`config.mk`:
```
export PLATFORM = sky130hd
export DESIGN_NAME = biquad_mac_sequencer_flat
export DESIGN_NICKNAME = d
export VERILOG_FILES = /design/src/rtl/biquad_mac_sequencer_if.sv /design/src/rtl/biquad_mac_sequencer.sv /design/src/flat_wrapper.sv
export SDC_FILE = /design/constraint.sdc
export NUM_CORES = 1
export LEC_CHECK = 0
export ABC_AREA = 1
export BUFFER_PORTS_ARGS = -buffer_cell sky130_fd_sc_hd__buf_2
export CAP_MARGIN = 0
export CORE_ASPECT_RATIO = 0.7
export CORE_MARGIN = 1.5
export CORE_UTILIZATION = 57
export CTS_BUF_LIST = sky130_fd_sc_hd__clkbuf_4 sky130_fd_sc_hd__clkbuf_8 sky130_fd_sc_hd__clkbuf_16
export CTS_CLUSTER_DIAMETER = 200
export CTS_CLUSTER_SIZE = 16
export DETAILED_ROUTE_END_ITERATION = 12
export PLACE_DENSITY = 0.84
export SETUP_SLACK_MARGIN = 0.1
export SYNTH_ARGS = -nofsm -noshare
export SYNTH_HDL_FRONTEND = slang
export SYNTH_SLANG_ARGS = --single-unit
```
`constraint.sdc`:
```
create_clock -name clk -period 2.4 [get_ports clk]
set_input_delay 0 -clock clk [delete_from_list [all_inputs] [get_ports clk]]
set_output_delay 0 -clock clk [all_outputs]
set_load 0.005 [all_outputs]
```
`src/rtl/biquad_mac_sequencer_if.sv`:
```
// Sample handshake, coefficient, MAC operand and filter output bundle for biquad_mac_sequencer.
// The slave modport is the sequencer view; the master modport is the upstream/MAC side.
interface biquad_mac_sequencer_if;
   logic signed [15:0] sample_in;
   logic               sample_valid;
   logic               sample_ready;
   logic               flush;
   logic signed [15:0] coef_b0;
   logic signed [15:0] coef_b1;
   logic signed [15:0] coef_b2;
   logic signed [15:0] coef_a1;
   logic signed [15:0] coef_a2;
   logic signed [15:0] mac_a;
   logic signed [15:0] mac_b;
   logic               mac_ce;
   logic               mac_clr;
   logic signed [31:0] mac_result;
   logic signed [15:0] y_out;
   logic               y_valid;

   modport slave (
      input  sample_in, sample_valid, flush,
      input  coef_b0, coef_b1, coef_b2, coef_a1, coef_a2,
      input  mac_result,
      output sample_ready, mac_a, mac_b, mac_ce, mac_clr, y_out, y_valid
   );

   modport master (
      output sample_in, sample_valid, flush,
      output coef_b0, coef_b1, coef_b2, coef_a1, coef_a2,
      output mac_result,
      input  sample_ready, mac_a, mac_b, mac_ce, mac_clr, y_out, y_valid
   );
endinterface

```
`src/rtl/biquad_mac_sequencer.sv`:
```
// Direct-Form-I biquad sequencer: drives five MAC products per sample, requantises Q4.28 to Q2.14.
// Define BIQUAD_ROUND_EN for round-half-up requantisation; otherwise the accumulator is truncated.
module biquad_mac_sequencer #(
   parameter int MAC_LAT = 2
) (
   input logic                  clk,
   input logic                  rst,
   biquad_mac_sequencer_if.slave bus
);

   typedef enum logic [2:0] {
      IDLE      = 3'd0,
      CLEAR     = 3'd1,
      ISSUE     = 3'd2,
      DRAIN     = 3'd3,
      WRITEBACK = 3'd4
   } state_t;

   state_t             state;
   logic [2:0]         tap;
   logic [7:0]         drain_cnt;
   logic signed [15:0] x_r, b0_r, b1_r, b2_r, a1_r, a2_r;
   logic signed [15:0] x1, x2, y1, y2;
   logic signed [15:0] mac_a_r, mac_b_r, y_out_r;
   logic               mac_ce_r, mac_clr_r, y_valid_r;
   logic [2:0]         sel;
   logic signed [15:0] op_a, op_b;
   logic signed [15:0] q;

   function automatic logic signed [15:0] neg_sat(input logic signed [15:0] v);
      return (v == 16'sh8000) ? 16'sh7FFF : -v;
   endfunction

   function automatic logic signed [15:0] sat16(input logic signed [32:0] v);
      if (v > 33'sd32767)
         return 16'sh7FFF;
      else if (v < -33'sd32768)
         return 16'sh8000;
      else
         return v[15:0];
   endfunction

   // Widened to 33 bits so the rounding offset can never wrap the accumulator.
   function automatic logic signed [15:0] requant(input logic signed [31:0] acc);
      logic signed [32:0] ext;
      logic signed [32:0] shifted;
`ifdef BIQUAD_ROUND_EN
      ext = {acc[31], acc} + 33'sd8192;
`else
      ext = {acc[31], acc};
`endif
      shifted = ext >>> 14;
      return sat16(shifted);
   endfunction

   assign q = requant(bus.mac_result);

   // Operands are registered one cycle ahead, so select the pair for the tap about to issue.
   always_comb begin
      sel  = (state == ISSUE) ? (tap + 3'd1) : 3'd0;
      op_a = '0;
      op_b = '0;
      case (sel)
         3'd0: begin op_a = b0_r; op_b = x_r;          end
         3'd1: begin op_a = b1_r; op_b = x1;           end
         3'd2: begin op_a = b2_r; op_b = x2;           end
         3'd3: begin op_a = a1_r; op_b = neg_sat(y1);  end
         3'd4: begin op_a = a2_r; op_b = neg_sat(y2);  end
         default: begin op_a = '0; op_b = '0;          end
      endcase
   end

   always_ff @(posedge clk or negedge rst) begin
      if (!rst) begin
         state     <= IDLE;
         tap       <= '0;
         drain_cnt <= '0;
         x_r       <= '0;
         b0_r      <= '0;
         b1_r      <= '0;
         b2_r      <= '0;
         a1_r      <= '0;
         a2_r      <= '0;
         x1        <= '0;
         x2        <= '0;
         y1        <= '0;
         y2        <= '0;
         mac_a_r   <= '0;
         mac_b_r   <= '0;
         mac_ce_r  <= 1'b0;
         mac_clr_r <= 1'b0;
         y_out_r   <= '0;
         y_valid_r <= 1'b0;
      end else begin
         y_valid_r <= 1'b0;
         case (state)
            IDLE: begin
               if (bus.flush) begin
                  x1 <= '0;
                  x2 <= '0;
                  y1 <= '0;
                  y2 <= '0;
               end else if (bus.sample_valid) begin
                  x_r       <= bus.sample_in;
                  b0_r      <= bus.coef_b0;
                  b1_r      <= bus.coef_b1;
                  b2_r      <= bus.coef_b2;
                  a1_r      <= bus.coef_a1;
                  a2_r      <= bus.coef_a2;
                  mac_clr_r <= 1'b1;
                  state     <= CLEAR;
               end
            end
            CLEAR: begin
               mac_clr_r <= 1'b0;
               mac_ce_r  <= 1'b1;
               mac_a_r   <= op_a;
               mac_b_r   <= op_b;
               tap       <= '0;
               state     <= ISSUE;
            end
            ISSUE: begin
               if (tap == 3'd4) begin
                  mac_a_r   <= '0;
                  mac_b_r   <= '0;
                  tap       <= '0;
                  drain_cnt <= '0;
                  state     <= DRAIN;
               end else begin
                  tap     <= tap + 3'd1;
                  mac_a_r <= op_a;
                  mac_b_r <= op_b;
               end
            end
            // Zero operands keep the MAC clocked until the last product lands.
            DRAIN: begin
               if (drain_cnt == 8'(MAC_LAT - 1)) begin
                  mac_ce_r <= 1'b0;
                  state    <= WRITEBACK;
               end else begin
                  drain_cnt <= drain_cnt + 8'd1;
               end
            end
            WRITEBACK: begin
               y_out_r   <= q;
               y_valid_r <= 1'b1;
               x2        <= x1;
               x1        <= x_r;
               y2        <= y1;
               y1        <= q;
               state     <= IDLE;
            end
            default: state <= IDLE;
         endcase
      end
   end

   assign bus.sample_ready = (state == IDLE);
   assign bus.mac_a        = mac_a_r;
   assign bus.mac_b        = mac_b_r;
   assign bus.mac_ce       = mac_ce_r;
   assign bus.mac_clr      = mac_clr_r;
   assign bus.y_out        = y_out_r;
   assign bus.y_valid      = y_valid_r;

endmodule

```
`src/flat_wrapper.sv`:
```
// flat-port wrapper written by rule: the top's interface ports become plain ports
module biquad_mac_sequencer_flat 
#(
   parameter int MAC_LAT = 2
)
  (clk, rst, bus_sample_in, bus_sample_valid, bus_flush, bus_coef_b0, bus_coef_b1, bus_coef_b2, bus_coef_a1, bus_coef_a2, bus_mac_result, bus_sample_ready, bus_mac_a, bus_mac_b, bus_mac_ce, bus_mac_clr, bus_y_out, bus_y_valid);
  biquad_mac_sequencer_if bus_i ();
  input logic clk;
  input logic rst;
  input wire logic [$bits(bus_i.sample_in)-1:0] bus_sample_in;
  input wire logic [$bits(bus_i.sample_valid)-1:0] bus_sample_valid;
  input wire logic [$bits(bus_i.flush)-1:0] bus_flush;
  input wire logic [$bits(bus_i.coef_b0)-1:0] bus_coef_b0;
  input wire logic [$bits(bus_i.coef_b1)-1:0] bus_coef_b1;
  input wire logic [$bits(bus_i.coef_b2)-1:0] bus_coef_b2;
  input wire logic [$bits(bus_i.coef_a1)-1:0] bus_coef_a1;
  input wire logic [$bits(bus_i.coef_a2)-1:0] bus_coef_a2;
  input wire logic [$bits(bus_i.mac_result)-1:0] bus_mac_result;
  output wire logic [$bits(bus_i.sample_ready)-1:0] bus_sample_ready;
  output wire logic [$bits(bus_i.mac_a)-1:0] bus_mac_a;
  output wire logic [$bits(bus_i.mac_b)-1:0] bus_mac_b;
  output wire logic [$bits(bus_i.mac_ce)-1:0] bus_mac_ce;
  output wire logic [$bits(bus_i.mac_clr)-1:0] bus_mac_clr;
  output wire logic [$bits(bus_i.y_out)-1:0] bus_y_out;
  output wire logic [$bits(bus_i.y_valid)-1:0] bus_y_valid;
  assign bus_i.sample_in = bus_sample_in;
  assign bus_i.sample_valid = bus_sample_valid;
  assign bus_i.flush = bus_flush;
  assign bus_i.coef_b0 = bus_coef_b0;
  assign bus_i.coef_b1 = bus_coef_b1;
  assign bus_i.coef_b2 = bus_coef_b2;
  assign bus_i.coef_a1 = bus_coef_a1;
  assign bus_i.coef_a2 = bus_coef_a2;
  assign bus_i.mac_result = bus_mac_result;
  assign bus_sample_ready = bus_i.sample_ready;
  assign bus_mac_a = bus_i.mac_a;
  assign bus_mac_b = bus_i.mac_b;
  assign bus_mac_ce = bus_i.mac_ce;
  assign bus_mac_clr = bus_i.mac_clr;
  assign bus_y_out = bus_i.y_out;
  assign bus_y_valid = bus_i.y_valid;
  biquad_mac_sequencer #(.MAC_LAT(MAC_LAT)) u_core (.clk(clk), .rst(rst), .bus(bus_i));
endmodule
```
==> metrics.md <==
| Metric | Value |
|---|---|
| Minimum clock period after layout | `2.258 ns` |
| Most frequent cells in the layout | `nand2_1 (317), dfrtp_1 (225), buf_2 (168), inv_1 (116), dlygate4sd3_1 (115)` |
| Final cell count without fillers | `1796` |
| Maximum ir drop on the vdd rail | `0.6589 mV` |
| Delay-heaviest family, CP | `simple AND/OR/NAND/NOR gates` |
| Power density of the placed cells | `1319 nW/um2` |
| Syn Nets | `1378` |
| Share of cell area taken by muxes after synthesis | `under 10%` |
| Dpl hpwl | `20.23 mm` |
| Number of max-capacitance violations reported | `0` |
| Compound-cell area share of the yosys netlist | `9.705%` |
| Category of the worst setup path capture point | `register` |
| Start point of the critical path | `u_core.tap[0]` |
| Final net count | `1667` |
| Starting density of the core | `58.51%` |
| Worst hold path class | `input port to async pin` |
| TritonCTS Sinks | `225` |
| Non-Filler Cell Area, Final | `14040 um2` |
| Yosys warning total | `0` |
| Horizontal die dimension | `169.8 um` |
| Setup-violating endpoint count in the final report | `0` |
| Highest clock rate | `442.9 MHz` |
| First-pass GRT wire length | `54.31 mm` |
| Height of the chip | `119.8 um` |
| Buf/Inv on CP | `2` |
| Dominant combinational cell family by area after synthesis | `simple AND/OR/NAND/NOR gates` |
| Floorplan die area | `about 20000 um2` |
| Status | `completed` |
| Share of cells above drive strength 1 | `23.20%` |
| Internal reg-to-reg setup slack | `0.14 ns` |
| Critical R2R Capture | `u_core.bus.mac_b[6]` |
| Area post-placement | `about 12000 um2` |
| Rows | `42` |
| Worst-margin pin slew | `between 0.8 and 0.9 ns` |
| Adder-cell share of the synthesized area | `less than 1%` |
| Mean cell area of the mapped netlist | `8.952 um2` |
| Sw Pwr | `8062 uW` |
| GRT Resource Usage Total | `34.34%` |
| Clock transition at path regs | `0.07 ns` |
| Power consumption | `18520 uW` |
| Sw Share | `43.52%` |
| Number of antenna violations at the first check in global routing | `2` |
| Sequential share of power | `34.5%` |
| Critical setup path kind | `register to register` |
| Routed wire length | `between 30 and 40 mm` |
| Clock network power share | `between 10% and 20%` |
| Number of cells produced by synthesis | `1240` |
| Starting DRC count in detailed routing | `1349` |
| Sequential area share after synthesis | `50.72%` |
| Synthesized area | `about 11000 um2` |
| Worst path arrival time | `2.64 ns` |
| Area of the core region | `18970 um2` |
| Dominant cell type by area after synthesis | `dfrtp_1` |
| Cts bufs inserted | `18` |
| Critical path, cell by cell | `ha_1 > inv_1 > nand2_1 > nand2_1 > nor2_4 > nor2_4 > buf_4 > nand2_1 > nand2_1 > nor2_1 > nand3_1 > nand2_1 > nand2_1` |
| Master of the slowest instance on the critical path | `dfrtp_1` |
| Most frequent standard cell in the layout excluding fill and tap cells | `nand2_1` |
| Setup TNS | `0 ns` |
| Last weighted congestion value of the routability-driven placer | `0.9433` |
| Xor and xnor area share after synthesis | `0.5523%` |
| Share of the cycle needed by the critical path after routing | `between 90% and 100%` |
| Dpl cells | `1651` |
| RSZ-0062 raised after global routing | `no` |
| TritonCTS clock tree | `built` |
| Pleak | `0.007359 uW` |
| Routed via count divided by cell count | `5.812` |
| Final Hold Viols | `0` |
| Antenna violation net count after detailed routing | `0` |
| Relative slew slack | `43.40%` |
| Max stage delay on crit path | `0.42 ns` |
| Residual DRC | `0` |
| Largest net degree at the start of global routing | `73` |
| Final core area utilization | `74.03%` |
| Setup clock skew after layout | `0.02232 ns` |
| Count of boundary I/O pins | `184` |
| Clock latency reported for the late side of the worst-skew pair | `0.50 ns` |
| Layout overhead on the synthesized area | `26.51%` |
| Total of fill cells in the finished design | `1218` |
| Data required time of the critical path | `2.78 ns` |
| Top area cells in the synthesized netlist | `dfrtp_1 (51%), nand2_1 (11%), mux2_4 (8.9%)` |
| Internal Pwr Total | `10460 uW` |
| Number of buffers on the longest clock path | `3` |
| Start of the worst register-to-register path | `u_core.tap[0]` |
| Total count of max-transition violations in the final report | `0` |
| Vias after detailed routing | `10440` |
| Max FO, Critical Path | `10` |
| Number of global-route vias before repair | `10380` |
| Register-to-Register Path Depth | `13` |
| Logic pwr share | `50.3%` |
| First-pass iteration count of the detailed router | `6` |
| Crit-path most repeated cell | `nand2_1` |
| Post-Synth Simple-Gate Area | `22.32%` |
| Total grt overflow | `0` |
| Master cell of the clock root buffer | `clkbuf_16` |
| Buffers on Ports | `169` |
| Post-DR wirelength/cell | `19.07 um` |
| Unique cell type count in the Yosys netlist | `32` |
| Yosys reg bits | `225` |
| Fraction of synthesized cell area taken by the top area cell type | `50.72%` |
| H-tree depth reported by CTS | `1` |
| Startpoint types | `register` |
[power by group through the flow]
| stage | Combinational (uW) | Clock, uW | Sequential, uW |
|---|---|---|---|
| 2_1_floorplan | 6120 | 0 | 6090 |
| 3_3_place_gp | 8200 | 0 | 6260 |
| 3_5_place_dp | 8490 | 0 | 6310 |
| 4_1_cts | 8740 | 2790 | 6270 |
| 5_1_grt | 10200 | 2940 | 6500 |
| 6_report | 9330 | 2800 | 6390 |
[kinds of logic after synthesis]
kind of cell | Yosys count
muxes | 66
AOI/OAI and AO/OA | 179
adders and majority gates | 6
buffers and inverters | 177
DFF | 225
and+or+nand+nor | 580
xor gates and xnor gates | 7
[Yosys cell counts]
master / count
buf_1: 3
mux2_4: 66
dfrtp_1: 225
nor2_2: 2
clkbuf_1: 18
buf_2: 17
a21oi_2: 31
buf_6: 10
inv_2: 3
clkinv_1: 1
a21boi_0: 2
a21oi_1: 6
o22ai_1: 39
nand4_1: 32
ha_1: 6
nand2_1: 317
nand3_2: 2
nor3_1: 1
nand3_4: 1
nor2_1: 110
nor4_1: 1
inv_1: 117
clkbuf_2: 1
nor3_2: 1
nand2_2: 5
o21ai_0: 91
a21oi_4: 1
xor2_1: 7
nand3_1: 103
buf_4: 7
nor2_4: 5
o21ai_1: 9
[sequential cells by signal, summed over array words and instances (netlist names)]
name and flops:
u_core.a1_r 16, u_core.a2_r 16, u_core.b0_r 16, u_core.b1_r 16, u_core.b2_r 16, u_core.bus.mac_a 16
u_core.bus.mac_b 16, u_core.bus.y_out 16, u_core.x1 16, u_core.x2 16, u_core.x_r 16, u_core.y1 16
u_core.y2 16, u_core.drain_cnt 8, u_core.state 3, u_core.tap 3, u_core.bus.mac_ce 1, u_core.bus.mac_clr 1
u_core.bus.y_valid 1
[how the worst max path moves through the flow]
stage                               end  depth (start not counted)
detailed placement  u_core.bus.mac_a[6]                         10
global placement    u_core.bus.mac_a[5]                         10
CTS                 u_core.bus.mac_b[0]                         11
global route        u_core.bus.mac_a[6]                          9
floorplan           u_core.bus.mac_b[4]                         12
finish              u_core.bus.mac_b[6]                         13
[metrics by stage]
| step | setup WS, ns | hold slack (ns) |
|---|---|---|
| floorplan | 0.5771 | -0.2956 |
| global placement | 0.2160 | -0.007239 |
| detailed placement | 0.03370 | -0.001911 |
| CTS | 0.1248 | 0.08612 |
| global route | 0.03433 | 0.09904 |
| finish | 0.1421 | 0.05808 |
[area by class of cell]
| class | instances | area, um2 | area share (%) |
|---|---|---|---|
| Inverter | 121 | 459.2 | 3.270 |
| Timing Repair Buffer | 324 | 2399 | 17.08 |
| Sequential cell | 225 | 5630 | 40.09 |
| Antenna cell | 2 | 5.005 | 0.03564 |
| Multi-Input combinational cell | 839 | 4721 | 33.62 |
| Clock buffer | 20 | 483.0 | 3.439 |
| Clock inverter | 1 | 16.27 | 0.1158 |
| Tap cell | 264 | 330.3 | 2.352 |
[metal layers]
metal | GRT usage (%) | up-vias | share of wire, %
met2 | 53.00 | 719 | 45
met3 | 7.553 | 131 | 11
met1 | 47.34 | 4968 | 40
li1 | - | 4621 | -
met4 | 14.05 | 0 | 4.0
met5 | 0 | - | 0
[timing repair]
action / 4_1_cts / 5_1_grt
setup buffers: 0 / 6
resized for setup: 1 / 14
setup endpoints to repair: 7 / 32
hold buffers: 115 / 0
pin swaps: 0 / 2
gates cloned: 0 / 1
endpoints found under the hold margin: 262 / 0
Note: power is estimated with default switching activity, not from simulation.
